`src/rtl/spi_cmd_rx_if.sv`:
```
// SPI pin bundle plus decoded command fields and event pulses for spi_cmd_rx.
// The slave modport is the receiver's view; master is the controller/consumer view.
interface spi_cmd_rx_if #(
    parameter int STATUS_W = 16
);
    logic                spi_clk;
    logic                spi_cs;
    logic                spi_mosi;
    logic                spi_miso;
    logic [STATUS_W-1:0] status;
    logic                frame_valid;
    logic                frame_err;
    logic                overrun;
    logic                busy;
    logic [3:0]          cmd;
    logic [11:0]         aux;
    logic [24:0]         data;
    logic [3:0]          dev;
    logic                wr;
    logic [3:0]          tag;

    modport slave (
        input  spi_clk, spi_cs, spi_mosi, status,
        output spi_miso, frame_valid, frame_err, overrun, busy,
        output cmd, aux, data, dev, wr, tag
    );

    modport master (
        output spi_clk, spi_cs, spi_mosi, status,
        input  spi_miso, frame_valid, frame_err, overrun, busy,
        input  cmd, aux, data, dev, wr, tag
    );
endinterface

```
`src/rtl/spi_cmd_rx.sv`:
```
// Oversampled SPI slave decoding a 50-bit LSB-first command frame; status readback when SPI_CMD_RX_MISO_EN is defined.
// Fields/frame_valid appear SYNC_STAGES+2 clk after the 50th SPI rising edge; no backpressure, events are single-cycle pulses.
module spi_cmd_rx #(
    parameter int SYNC_STAGES = 2,
    parameter int STATUS_W    = 16
) (
    input  logic         clk,
    input  logic         rst,
    spi_cmd_rx_if.slave  bus
);
    localparam int FRAME_W = 50;

    typedef enum logic [1:0] {IDLE, RX, DONE, DRAIN} state_t;

    // Synchronizers are deliberately not reset so the pin levels stay valid
    // through reset; the post-reset state depends on the real chip-select level.
    logic [SYNC_STAGES-1:0] sclk_sync;
    logic [SYNC_STAGES-1:0] cs_sync;
    logic [SYNC_STAGES-1:0] mosi_sync;
    logic sclk_q, sclk_p;
    logic cs_q, cs_p;
    logic mosi_q, mosi_p;
    logic sclk_rise, cs_rise, cs_fall;

    always_ff @(posedge clk) begin
        sclk_sync <= {sclk_sync[SYNC_STAGES-2:0], bus.spi_clk};
        cs_sync   <= {cs_sync[SYNC_STAGES-2:0],   bus.spi_cs};
        mosi_sync <= {mosi_sync[SYNC_STAGES-2:0], bus.spi_mosi};
        sclk_q    <= sclk_sync[SYNC_STAGES-1];
        sclk_p    <= sclk_q;
        cs_q      <= cs_sync[SYNC_STAGES-1];
        cs_p      <= cs_q;
        mosi_q    <= mosi_sync[SYNC_STAGES-1];
        mosi_p    <= mosi_q;
        sclk_rise <= sclk_q & ~sclk_p;
        cs_rise   <= cs_q & ~cs_p;
        cs_fall   <= ~cs_q & cs_p;
    end

    state_t               state, state_next;
    logic [5:0]           cnt, cnt_next;
    logic [FRAME_W-1:0]   sr, sr_next;
    logic [FRAME_W-1:0]   frame_q;
    logic                 load;
    logic                 fv_next, fe_next, ov_next, busy_next;
    logic                 fv_q, fe_q, ov_q, busy_q;

    always_comb begin
        state_next = state;
        cnt_next   = cnt;
        sr_next    = sr;
        load       = 1'b0;
        fv_next    = 1'b0;
        fe_next    = 1'b0;
        ov_next    = 1'b0;
        busy_next  = busy_q;
        case (state)
            IDLE: begin
                if (cs_fall) begin
                    cnt_next   = 6'd0;
                    busy_next  = 1'b1;
                    state_next = RX;
                end
            end
            RX: begin
                if (sclk_rise) begin
                    sr_next  = {mosi_p, sr[FRAME_W-1:1]};
                    cnt_next = cnt + 6'd1;
                end
                // A 50th edge coinciding with chip-select release still completes the frame.
                if (sclk_rise && cnt == 6'd49) begin
                    load    = 1'b1;
                    fv_next = 1'b1;
                    if (cs_rise) begin
                        busy_next  = 1'b0;
                        state_next = IDLE;
                    end else begin
                        state_next = DONE;
                    end
                end else if (cs_rise) begin
                    fe_next    = (cnt != 6'd0) || sclk_rise;
                    busy_next  = 1'b0;
                    state_next = IDLE;
                end
            end
            DONE: begin
                if (sclk_rise) begin
                    ov_next = 1'b1;
                end
                if (cs_rise) begin
                    busy_next  = 1'b0;
                    state_next = IDLE;
                end else if (sclk_rise) begin
                    state_next = DRAIN;
                end
            end
            DRAIN: begin
                if (cs_rise) begin
                    busy_next  = 1'b0;
                    state_next = IDLE;
                end
            end
            default: begin
                state_next = IDLE;
            end
        endcase
    end

    always_ff @(posedge clk) begin
        if (rst) begin
            state   <= cs_q ? IDLE : DRAIN;
            cnt     <= 6'd0;
            sr      <= '0;
            frame_q <= '0;
            fv_q    <= 1'b0;
            fe_q    <= 1'b0;
            ov_q    <= 1'b0;
            busy_q  <= 1'b0;
        end else begin
            state  <= state_next;
            cnt    <= cnt_next;
            sr     <= sr_next;
            fv_q   <= fv_next;
            fe_q   <= fe_next;
            ov_q   <= ov_next;
            busy_q <= busy_next;
            if (load) begin
                frame_q <= sr_next;
            end
        end
    end

    assign bus.frame_valid = fv_q;
    assign bus.frame_err   = fe_q;
    assign bus.overrun     = ov_q;
    assign bus.busy        = busy_q;
    assign bus.cmd         = frame_q[3:0];
    assign bus.aux         = frame_q[15:4];
    assign bus.data        = frame_q[40:16];
    assign bus.dev         = frame_q[44:41];
    assign bus.wr          = frame_q[45];
    assign bus.tag         = frame_q[49:46];

`ifdef SPI_CMD_RX_MISO_EN
    logic                sclk_fall;
    logic [STATUS_W-1:0] snap;
    logic                miso_q;

    always_ff @(posedge clk) begin
        sclk_fall <= ~sclk_q & sclk_p;
    end

    // The snapshot shifts right as bits go out, so zeros follow the status word for free.
    always_ff @(posedge clk) begin
        if (rst) begin
            snap   <= '0;
            miso_q <= 1'b0;
        end else if (state == IDLE && cs_fall) begin
            snap   <= bus.status;
            miso_q <= 1'b0;
        end else if (state == RX && state_next == RX) begin
            if (sclk_fall) begin
                miso_q <= snap[0];
                snap   <= snap >> 1;
            end
        end else begin
            miso_q <= 1'b0;
        end
    end

    assign bus.spi_miso = miso_q;
`else
    logic unused_status;
    assign unused_status = ^bus.status;
    assign bus.spi_miso  = 1'b0;
`endif
endmodule

```
`src/flat_wrapper.sv`:
```
// flat-port wrapper written by rule: the top's interface ports become plain ports
module spi_cmd_rx_flat 
#(
    parameter int SYNC_STAGES = 2,
    parameter int STATUS_W    = 16
)
  (clk, rst, bus_spi_clk, bus_spi_cs, bus_spi_mosi, bus_status, bus_spi_miso, bus_frame_valid, bus_frame_err, bus_overrun, bus_busy, bus_cmd, bus_aux, bus_data, bus_dev, bus_wr, bus_tag);
  spi_cmd_rx_if #(.STATUS_W(STATUS_W)) bus_i ();
  input  logic clk;
  input  logic rst;
  input wire logic [$bits(bus_i.spi_clk)-1:0] bus_spi_clk;
  input wire logic [$bits(bus_i.spi_cs)-1:0] bus_spi_cs;
  input wire logic [$bits(bus_i.spi_mosi)-1:0] bus_spi_mosi;
  input wire logic [$bits(bus_i.status)-1:0] bus_status;
  output wire logic [$bits(bus_i.spi_miso)-1:0] bus_spi_miso;
  output wire logic [$bits(bus_i.frame_valid)-1:0] bus_frame_valid;
  output wire logic [$bits(bus_i.frame_err)-1:0] bus_frame_err;
  output wire logic [$bits(bus_i.overrun)-1:0] bus_overrun;
  output wire logic [$bits(bus_i.busy)-1:0] bus_busy;
  output wire logic [$bits(bus_i.cmd)-1:0] bus_cmd;
  output wire logic [$bits(bus_i.aux)-1:0] bus_aux;
  output wire logic [$bits(bus_i.data)-1:0] bus_data;
  output wire logic [$bits(bus_i.dev)-1:0] bus_dev;
  output wire logic [$bits(bus_i.wr)-1:0] bus_wr;
  output wire logic [$bits(bus_i.tag)-1:0] bus_tag;
  assign bus_i.spi_clk = bus_spi_clk;
  assign bus_i.spi_cs = bus_spi_cs;
  assign bus_i.spi_mosi = bus_spi_mosi;
  assign bus_i.status = bus_status;
  assign bus_spi_miso = bus_i.spi_miso;
  assign bus_frame_valid = bus_i.frame_valid;
  assign bus_frame_err = bus_i.frame_err;
  assign bus_overrun = bus_i.overrun;
  assign bus_busy = bus_i.busy;
  assign bus_cmd = bus_i.cmd;
  assign bus_aux = bus_i.aux;
  assign bus_data = bus_i.data;
  assign bus_dev = bus_i.dev;
  assign bus_wr = bus_i.wr;
  assign bus_tag = bus_i.tag;
  spi_cmd_rx #(.SYNC_STAGES(SYNC_STAGES), .STATUS_W(STATUS_W)) u_core (.clk(clk), .rst(rst), .bus(bus_i));
endmodule
```
`config.mk`:
```
export PLATFORM = sky130hd
export DESIGN_NAME = spi_cmd_rx_flat
export DESIGN_NICKNAME = d
export VERILOG_FILES = /design/src/rtl/spi_cmd_rx_if.sv /design/src/rtl/spi_cmd_rx.sv /design/src/flat_wrapper.sv
export SDC_FILE = /design/constraint.sdc
export NUM_CORES = 1
export LEC_CHECK = 0
export BUFFER_PORTS_ARGS = -buffer_cell sky130_fd_sc_hd__buf_2
export CAP_MARGIN = 20
export CORE_UTILIZATION = 55
export CTS_CLUSTER_DIAMETER = 120
export DETAILED_ROUTE_END_ITERATION = 16
export PLACE_DENSITY = 0.74
export REMOVE_ABC_BUFFERS = 1
export SLEW_MARGIN = 20
export SYNTH_ARGS = -nofsm -noshare
export SYNTH_HDL_FRONTEND = slang
export SYNTH_SLANG_ARGS = --single-unit
```
`constraint.sdc`:
```
create_clock -name clk -period 3.3 [get_ports clk]
set_input_delay 0.825 -clock clk [delete_from_list [all_inputs] [get_ports clk]]
set_output_delay 0.825 -clock clk [all_outputs]
set_load 0.01 [all_outputs]
```
Word-level counts from Yosys, hierarchy flattened. Index checks and enable logic that the tools add are counted.

Reduce and logical (&&, ||, !) cells: 11. Bitwise logic cells: 9. Add/sub/neg operators: 1. Muxes and demuxes: 20. Eq/ne operators: 9.

Operators by type and width (number): $mux W50 (2); $mux W2 (8); $mux W6 (2); $pmux W6 S2 (1); $pmux W2 S4 (1); $add A6 B1 Y6 const B (1); $eq A6 B6 Y1 const B (1); $ne A2 B1 Y1 const B (3); $not A1 Y1 (6); $reduce_bool A6 Y1 (1); $mux W1 (5); $eq A2 B2 Y1 const B (2); $ne A4 B2 Y1 const B (1); $reduce_and A2 Y1 (2); $reduce_or A4 Y1 (1); $and A1 B1 Y1 (3); $ne A3 B2 Y1 const B (1); $reduce_and A3 Y1 (1); $reduce_or A3 Y1 (1); $eq A2 B1 Y1 const B (1); $logic_not A2 Y1 (1); $pmux W1 S2 (1); $reduce_bool A2 Y1 (1); $reduce_or A2 Y1 (1); other kinds (2) (2).

Flip-flop bits (word level): 127. Output and inout port bits: 55. Word-level logic and storage cells: 70. Bits of input ports: 21.

Longest topological paths before layout. Gate-level depths: netlist (run 1).

Depth after elaboration: 5. Gate-level depth with buffers: 8. Gate-level depth less buffers: 5.

Worst setup path before layout (run 1). OpenSTA, ideal clock, no wires.

Path kind: input to register. Start point: in rst. End point: reg u_core.sr[0]. Setup slack: 1469 ps. Buffers on the path: 3. Setup time: 128 ps. Arrival time: 1704 ps. Stages on the path: 4. Cell sequence: clkbuf_1 -> clkbuf_1 -> buf_1 -> nor2_1.

RTL lines: start: declaration (line flat_wrapper.sv:10) `input logic rst;`; end signal: assignment (line spi_cmd_rx.sv:122) `sr <= sr_next;`; end: declaration (line spi_cmd_rx.sv:42) `logic [FRAME_W-1:0] sr, sr_next;`.

No word-level cell between the ends.

Worst setup path after layout (run 1).
Start point: reg u_core.state[1]. End point: reg u_core.frame_q[36].

Cells in the longest elaborated chain, start to end: 2. Elaborated cells on any way between the ends: 3.

Ends and longest elaborated chain: start: declaration (line spi_cmd_rx.sv:40) `state_t state, state_next;`; start signal: assignment (line spi_cmd_rx.sv:111) `state <= cs_q ? IDLE : DRAIN;`; start signal: assignment (line spi_cmd_rx.sv:120) `state <= state_next;`; $eq A2 B1 Y1 * (line spi_cmd_rx.sv:57) `case (state)`; $mux W50 / $mux W1 (equally long branches); end signal: assignment (line spi_cmd_rx.sv:128) `frame_q <= sr_next;`; end: declaration (line spi_cmd_rx.sv:43) `logic [FRAME_W-1:0] frame_q;`.

Every way passes the cells marked *; elsewhere a longest branch is shown, timed or not. A chain may end at the register's enable or synchronous reset.

==> results.txt, run 1 <==
Leaving out fill and tap cells, the most frequent cell in the layout is dfxtp_1. The routed via count came out at 3213. Buffers inserted during clock tree synthesis total 17. The number of warning messages in the yosys log is 0. The critical path goes through nor4b_4, and2_2, a211oi_1. The number of failing setup endpoints in the final timing report is 0. STA classifies the critical path startpoint as a flop. The leakage power of the design is 0.002378 µW. The total negative slack for setup checks is 0 ns. The tool flagged a number of max-cap violations equal to 0. The tree is rooted in a clkbuf_8.

The die covers 8458 µm². The transition at the pin with the smallest max-transition slack came out at 1.016 ns. The all-layer global routing usage came out at 21.92%. The final worst hold slack came out at 0.3262 ns. The clock insertion delay at the later pin of the skew report came out at 0.51 ns.

The count of input and output buffers is 58. The die width is 91.97 µm. The TritonCTS sink count is 127. The die is 91.97 µm tall. The initial antenna violation count came out at 0. The largest stage delay on the critical path is 0.86 ns.

The register bit count reported by yosys is 127. The pin count of the biggest net entering global routing is 70. The number of buffers and inverters on the critical path is 0.

Post-CTS repair changed the size of 0 cells. The top cell types in the final layout, fill and taps aside, are dfxtp_1 (125), buf_2 (57), a21oi_1 (56). The via count of the first global-routing pass came out at 3035. For the worst setup path, the data required time is 3.62 ns. The number of routed nets with antenna violations came out at 0.

The net total in the final layout is 492. The register cell area after layout came out at 2562 µm². Each instance of the synthesized netlist takes up on average 10.47 µm². In the final layout, the share of cells above drive strength 1 is 20.58%. The achievable frequency is 460.7 MHz. The initialized floorplan defines 32 standard-cell rows.

TritonCTS built the clock tree. The number of DRC markers after the initial detailed-route iteration came out at 147. The number of cells produced by synthesis came out at 425.

After layout, the minimum clock period comes to 2.171 ns. The wire length of the first global-routing pass is 14390 µm. The clock-pin slew on the worst setup and hold paths came out at 0.06 ns.

The H-tree depth came out at 4. In the final layout, the multi-input gates occupy 1685 µm². The count of endpoints failing hold in the final timing report came to 0. The completed layout was analyzed and its total power is 3538 µW. STA classifies the critical path endpoint as a flop. The worst setup path is of the reg2reg kind. The wire length reported by the detailed router is 8530 µm.

The sequential area share after synthesis came out at 57.56%. The cell type of the slowest stage on the worst timing path is and2_2. For this run, design rule violations remaining after detail routing come to 0. The share of flip-flops with an asynchronous set or reset after synthesis came out at 0%.

The relative area change from synthesis to final layout is 19.79%. The hold buffer count at CTS is 0. The largest delay contributor family on the critical path is simple AND/OR/NAND/NOR gates. The final weighted congestion in routability-driven placement came out at 0.8037. The number of slew-limit violations in the final report came out at 0.

The cell area after synthesis is 4452 µm². In the final routed layout, each cell accounts on average for 14.63 µm. The flow ran to the end, and the final reports show no timing, DRC or antenna violations. After floorplanning, the core was sized to cover 7767 µm². The areal power density over the cells is 663.4 nW/µm². The total I/O pin count is 76. The number of buffers on the longest clock path is 2. The first TritonRoute pass finished after 4 iterations.

The kind of path behind the tightest hold check is reg2reg. The relative max-transition margin came out at 32.29%. Dividing the detail-routed via count by the number of cells gives 5.511. The maximum ir drop on the vdd rail is 0.0004232 V. Detailed placement finished with a half-perimeter wire length of 4669 µm. The number of setup buffers added after CTS is 0. Setup repair after global routing left no endpoint under its margin.

The clock tree skew after final layout is 0.006988 ns. In this run the worst path has a maximum fanout of 50. The arrival time of data at the critical path endpoint came out at 2.49 ns. Summed over all layers, the global routing overflow is 0.

The count of cell types in the netlist is 36. 0 antenna diodes ended up in the layout. The final cycle utilization of the critical path came out at 65.78%. Counting the fill cells in the layout gives 603. The prevailing post-synth register cell is dfxtp_1. The number of flops mapped to enable cells by yosys is 2.

The initial core utilization came out at 57.31%.
[power breakdown]
group	switching, µW	total, µW	internal (µW)
sequential	16.1	1570	1550
clock	663	1850	1190
combinational	78.9	115	36.0
[synth_stat cells (2+ instances only)]
cell type / count / area, µm²
and3_1: 4 / 25.02
a211oi_1: 51 / 382.9
nor2_1: 54 / 202.7
mux2i_1: 51 / 510.5
edfxtp_1: 2 / 60.06
buf_4: 6 / 45.04
ha_1: 3 / 37.54
o21ai_0: 5 / 25.02
a21oi_1: 56 / 280.3
buf_2: 18 / 90.09
inv_1: 5 / 18.77
dfxtp_1: 125 / 2502
nand2_1: 5 / 18.77
nor2b_1: 3 / 18.77
o31ai_1: 2 / 15.01
or4_1: 2 / 15.01
clkbuf_1: 13 / 48.80
nor3_1: 2 / 10.01
[state kept, by name, summed over array words and instances (netlist names), 2 cells and up]
name              count
u_core.cnt            6
u_core.sclk_sync      2
u_core.mosi_sync      2
u_core.sr            50
u_core.state          2
u_core.frame_q       50
u_core.cs_sync        2
[logic make-up (layout without fill, tap and decap cells)]
group	count (synthesis)	in the layout	share of synthesized area (%)
buffers and inverters	43	99	4.637
AOI/OAI and AO/OA	119	119	16.67
other	1	1	0.08424
adders and majority gates	3	3	0.8433
and+or+nand+nor	81	81	8.741
DFF	127	127	57.56
muxes	51	51	11.47
[routing by layer]
layer	vias to the layer above	global-route usage, %	wire length (µm)
li1	1606	-	-
met1	1519	27.31	3841
met2	74	35.07	4128
met3	14	7.711	448
met4	0	7.943	111
met5	-	0	0
[path summary, 6_finish.rpt]
| kind | from | cells after the start | to | slack (ns) |
|---|---|---|---|---|
| setup / recovery | u_core.state[1] | 3 | u_core.frame_q[36] | 1.13 |
| hold / removal | u_core.mosi_sync[1] | 0 | u_core.mosi_q | 0.33 |
| setup reg to reg | u_core.state[1] | 3 | u_core.frame_q[36] | 1.13 |
| hold reg to reg | u_core.mosi_sync[1] | 0 | u_core.mosi_q | 0.33 |
[stage by stage]
| stage | worst slack (ns) | instances | util [%] | instance area (µm²) |
|---|---|---|---|---|
| finish | 1.129 | 583 | 68.65 | 5333 |
| global route | 0.9930 | 583 | 68.65 | 5333 |
| CTS | 1.140 | 583 | 68.65 | 5333 |
| detailed placement | 1.158 | 551 | 60.89 | 4730 |
| global placement | 1.184 | 551 | 60.89 | 4730 |
| floorplan | 0.03448 | 387 | - | 4264 |
[cell type report]
| type | count | area share [%] |
|---|---|---|
| clock inverter | 13 | 3.027 |
| clock buffer | 19 | 8.283 |
| inverter | 5 | 0.3519 |
| tap | 102 | 2.393 |
| multi-input combinational | 255 | 31.60 |
| timing repair buffer | 62 | 6.288 |
| sequential | 127 | 48.05 |
Power figures use the tool's default switching activity.
==> inputs of run 2 (changes only) <==
- CORE_UTILIZATION: 55 -> 50
- PLACE_DENSITY: 0.74 -> 0.71
- clock period: 3.3 -> 1.9 ns (I/O delays scaled with it)
==> run 2 against run 1 <==
Hold slack got worse by 0.26 ns. Non-clock buffer count rose by 7. Fmax rose by 29%. First-iteration DRC count fell by 8.2%. Clock power rose by 86%. Combinational power rose by 97%. Cell count rose by 2.2%. Clock skew fell by 0.00051 ns. Die area rose by 9.8%. Flip-flop and latch count did not move. Critical endpoint is now u_core.state[0]. Largest power group unchanged. Highest routed layer unchanged.
==> results.txt, run 2 (same netlist as run 1, synthesis figures left out) <==
The half-perimeter wire length after placement came to 5238 µm (+12%). The tightest min-delay check is of the in2reg type. The hold buffer count at CTS is 0 (unchanged). The count of endpoints failing hold in the final timing report came to 0 (unchanged). The internal power came out at 5078 µW (+83%). The worst setup path is captured at a flop. The H-tree depth is 4 (unchanged). The CTS tree is yes. The areal power density over the cells is 1173 nW/µm² (+77%).

Setup repair after global routing left no endpoint under its margin. The register cell area after layout was 2562 µm² (unchanged). The largest registers in the layout are u_core.frame_q x50, u_core.sr x50, u_core.cnt x6. The number of optimization iterations in the first detailed-route pass is 4 (unchanged). The TritonCTS sink count is 127 (unchanged).

The antenna cell count came out at 0 (unchanged). The fraction of power spent switching nets is 20.67% (-0.75 points). The clock-pin slew on the worst setup and hold paths came to 0.06 ns (about the same). The achievable frequency came out at 594.6 MHz (+29%).

The post-cts gate resize count is 0 (unchanged). The net total in the final layout came out at 499 (+1.4%). The number of inserted filler cells in the final layout is 729 (+21%). The arrival time of data at the critical path endpoint was 1.94 ns (-0.55 ns). The tree is rooted in a clkbuf_8. The post-detailed-route wirelength per cell is 14.44 µm (-1.3%). The count of placed standard cells in the final layout, fillers left out is 596 (+2.2%). The relative max-transition margin is 61.98% (+30 points). The number of standard-cell rows in the floorplan came out at 34 (+6.3%). The count of input and output buffers is 58 (unchanged). The die outline area is 9285 µm² (+9.8%). The initial antenna violation count came out at 0 (unchanged). The final weighted congestion in routability-driven placement came to 0.8294 (+3.2%).

The wire length reported by the detailed router is 8606 µm (+0.89%). The clock share of power came out at 53.9% (+1.5 points). The total negative slack for setup checks is 0 ns (unchanged). The critical path is of the reg2reg type. The leakage power of the design is 0.002440 µW (+2.6%). The routed via count was 3251 (+1.2%).

The count of max-cap constraint violations came out at 0 (unchanged). The die width was 96.36 µm (+4.8%). The number of design rule violations left after detail routing came out at 0 (unchanged).

The all-layer global routing usage is 20.55% (-1.4 points). The required time at the endpoint of the critical path came to 2.16 ns (-1.46 ns). The core area is 8678 µm² (+12%). The pin count of the biggest net entering global routing came to 68 (-2.9%).

The post-CTS repair timing setup buffer count came out at 0 (unchanged). The run finished with clean final reports. The leftover overflow at the end of global routing is 0 (unchanged). The number of DRC markers after the initial detailed-route iteration is 135 (-8.2%). The ratio of cells with drive above 1 in the final layout came to 21.52% (+0.93 points).

The maximum ir drop on the vdd rail is 0.0007195 V (+70%). The sequential share of power is 42.5% (-1.9 points). The initial core utilization came to 51.30% (-6.0 points).

The number of buffers on the longest clock path is 2 (unchanged). The leading cell type in the layout, fill and taps excluded is dfxtp_1. The multi-input gate area in the final layout came to 1685 µm² (unchanged). The die height came out at 96.36 µm (+4.8%).

The net switching power figure came to 1323 µW (+75%). The final cycle utilization of the critical path came out at 88.51% (+23 points). The number of routed nets with antenna violations came out at 0 (unchanged).

The number of cells after detailed placement came out at 564 (+2.4%). The number of buffers created by CTS came to 17 (unchanged). Leaving out fill and tap cells, the most frequent cells in the layout are dfxtp_1 (125), buf_2 (57), a21oi_1 (56). The largest driver fanout on the critical path is 13 (-74%). The total I/O pin count is 76 (unchanged).

The total power draw is 6401 µW (+81%). The area growth from synthesis to layout is 22.57%. The number of failing setup endpoints in the final timing report came out at 0 (unchanged). The via count of the first global-routing pass is 3072 (+1.2%).

The wire length of the first global-routing pass is 14250 µm (-0.96%). The number of slew-limit violations in the final report is 0 (unchanged). The number of vias per cell after detailed routing is 5.455 (-1.0%).

The proportion of power drawn by combinational gates came out at 3.5% (+0.3 points). The time the worst path needs with I/O delays and setup came out at 1.682 ns (-0.4889 ns). The transition at the pin with the smallest max-transition slack is 0.5545 ns (-0.4611 ns). The clock tree skew after final layout came to 0.006480 ns (-0.0005079 ns). The startpoint class of the critical path is a flop. The clock insertion delay at the later pin of the skew report came out at 0.51 ns (about the same).
-- run 2: cell types whose count changed in the layout (fill, tap and decap cells not counted), sizes merged --
cell	delta
buf	+7
clkinv	-1
clkinvlp	-1
bufinv	+2
-- run 2: per-layer routing --
metal / vias to the layer above / share of wire [%] / wire length (µm) / track usage (%)
met2: 66 / 47 / 4070 / 33.33
met5: - / 0 / 0 / 0
met1: 1549 / 46 / 3994 / 24.63
met4: 0 / 1.2 / 106 / 9.069
met3: 11 / 5.0 / 434 / 7.109
li1: 1625 / - / - / -
-- run 2: worst max-delay path: stages (launching register included) --
cell and delay, ns:
dfxtp_1 0.33, inv_1 0.09, ha_1 0.14, and4_2 0.27, buf_4 0.21, a31oi_1 0.11
o31a_1 0.28
-- run 2: path summary, 6_finish.rpt --
path,end,depth (start not counted),slack [ns],from
max,u_core.state[0],6,0.22,u_core.cnt[1]
min,u_core.cs_sync[0],1,0.07,bus_spi_cs
max reg2reg,u_core.state[0],6,0.22,u_core.cnt[1]
min reg2reg,u_core.cs_sync[1],0,0.32,u_core.cs_sync[0]
-- run 2: area by class of cell --
cell class              instances  area share, %
inverters                       5         0.3440
clock buffers                  19          7.911
flip-flops and latches        127          46.96
repair buffers                 69          7.567
multi-input cells             255          30.89
well taps                     108          2.477
clock inverters                13          3.852
-- run 2: metrics by stage --
stage / area, µm² / setup WS, ns / hold slack, ns / utilization, %
CTS: 5456 / 0.2152 / 0.04294 / 62.87
finish: 5456 / 0.2183 / 0.06688 / 62.87
global route: 5456 / 0.1040 / 0.03939 / 62.87
detailed placement: 4815 / 0.2324 / 0.3121 / 55.48
floorplan: 4264 / -1.366 / 0.3096 / -
global placement: 4815 / 0.2839 / 0.3116 / 55.48
-- run 2: power groups by stage --
stage	Sequential [µW]	Clock, µW	Combinational, µW
floorplan	2780	0	130
global placement	2780	0	220
detailed placement	2780	0	224
CTS	2720	3520	226
global route	2720	3640	245
finish	2720	3450	226
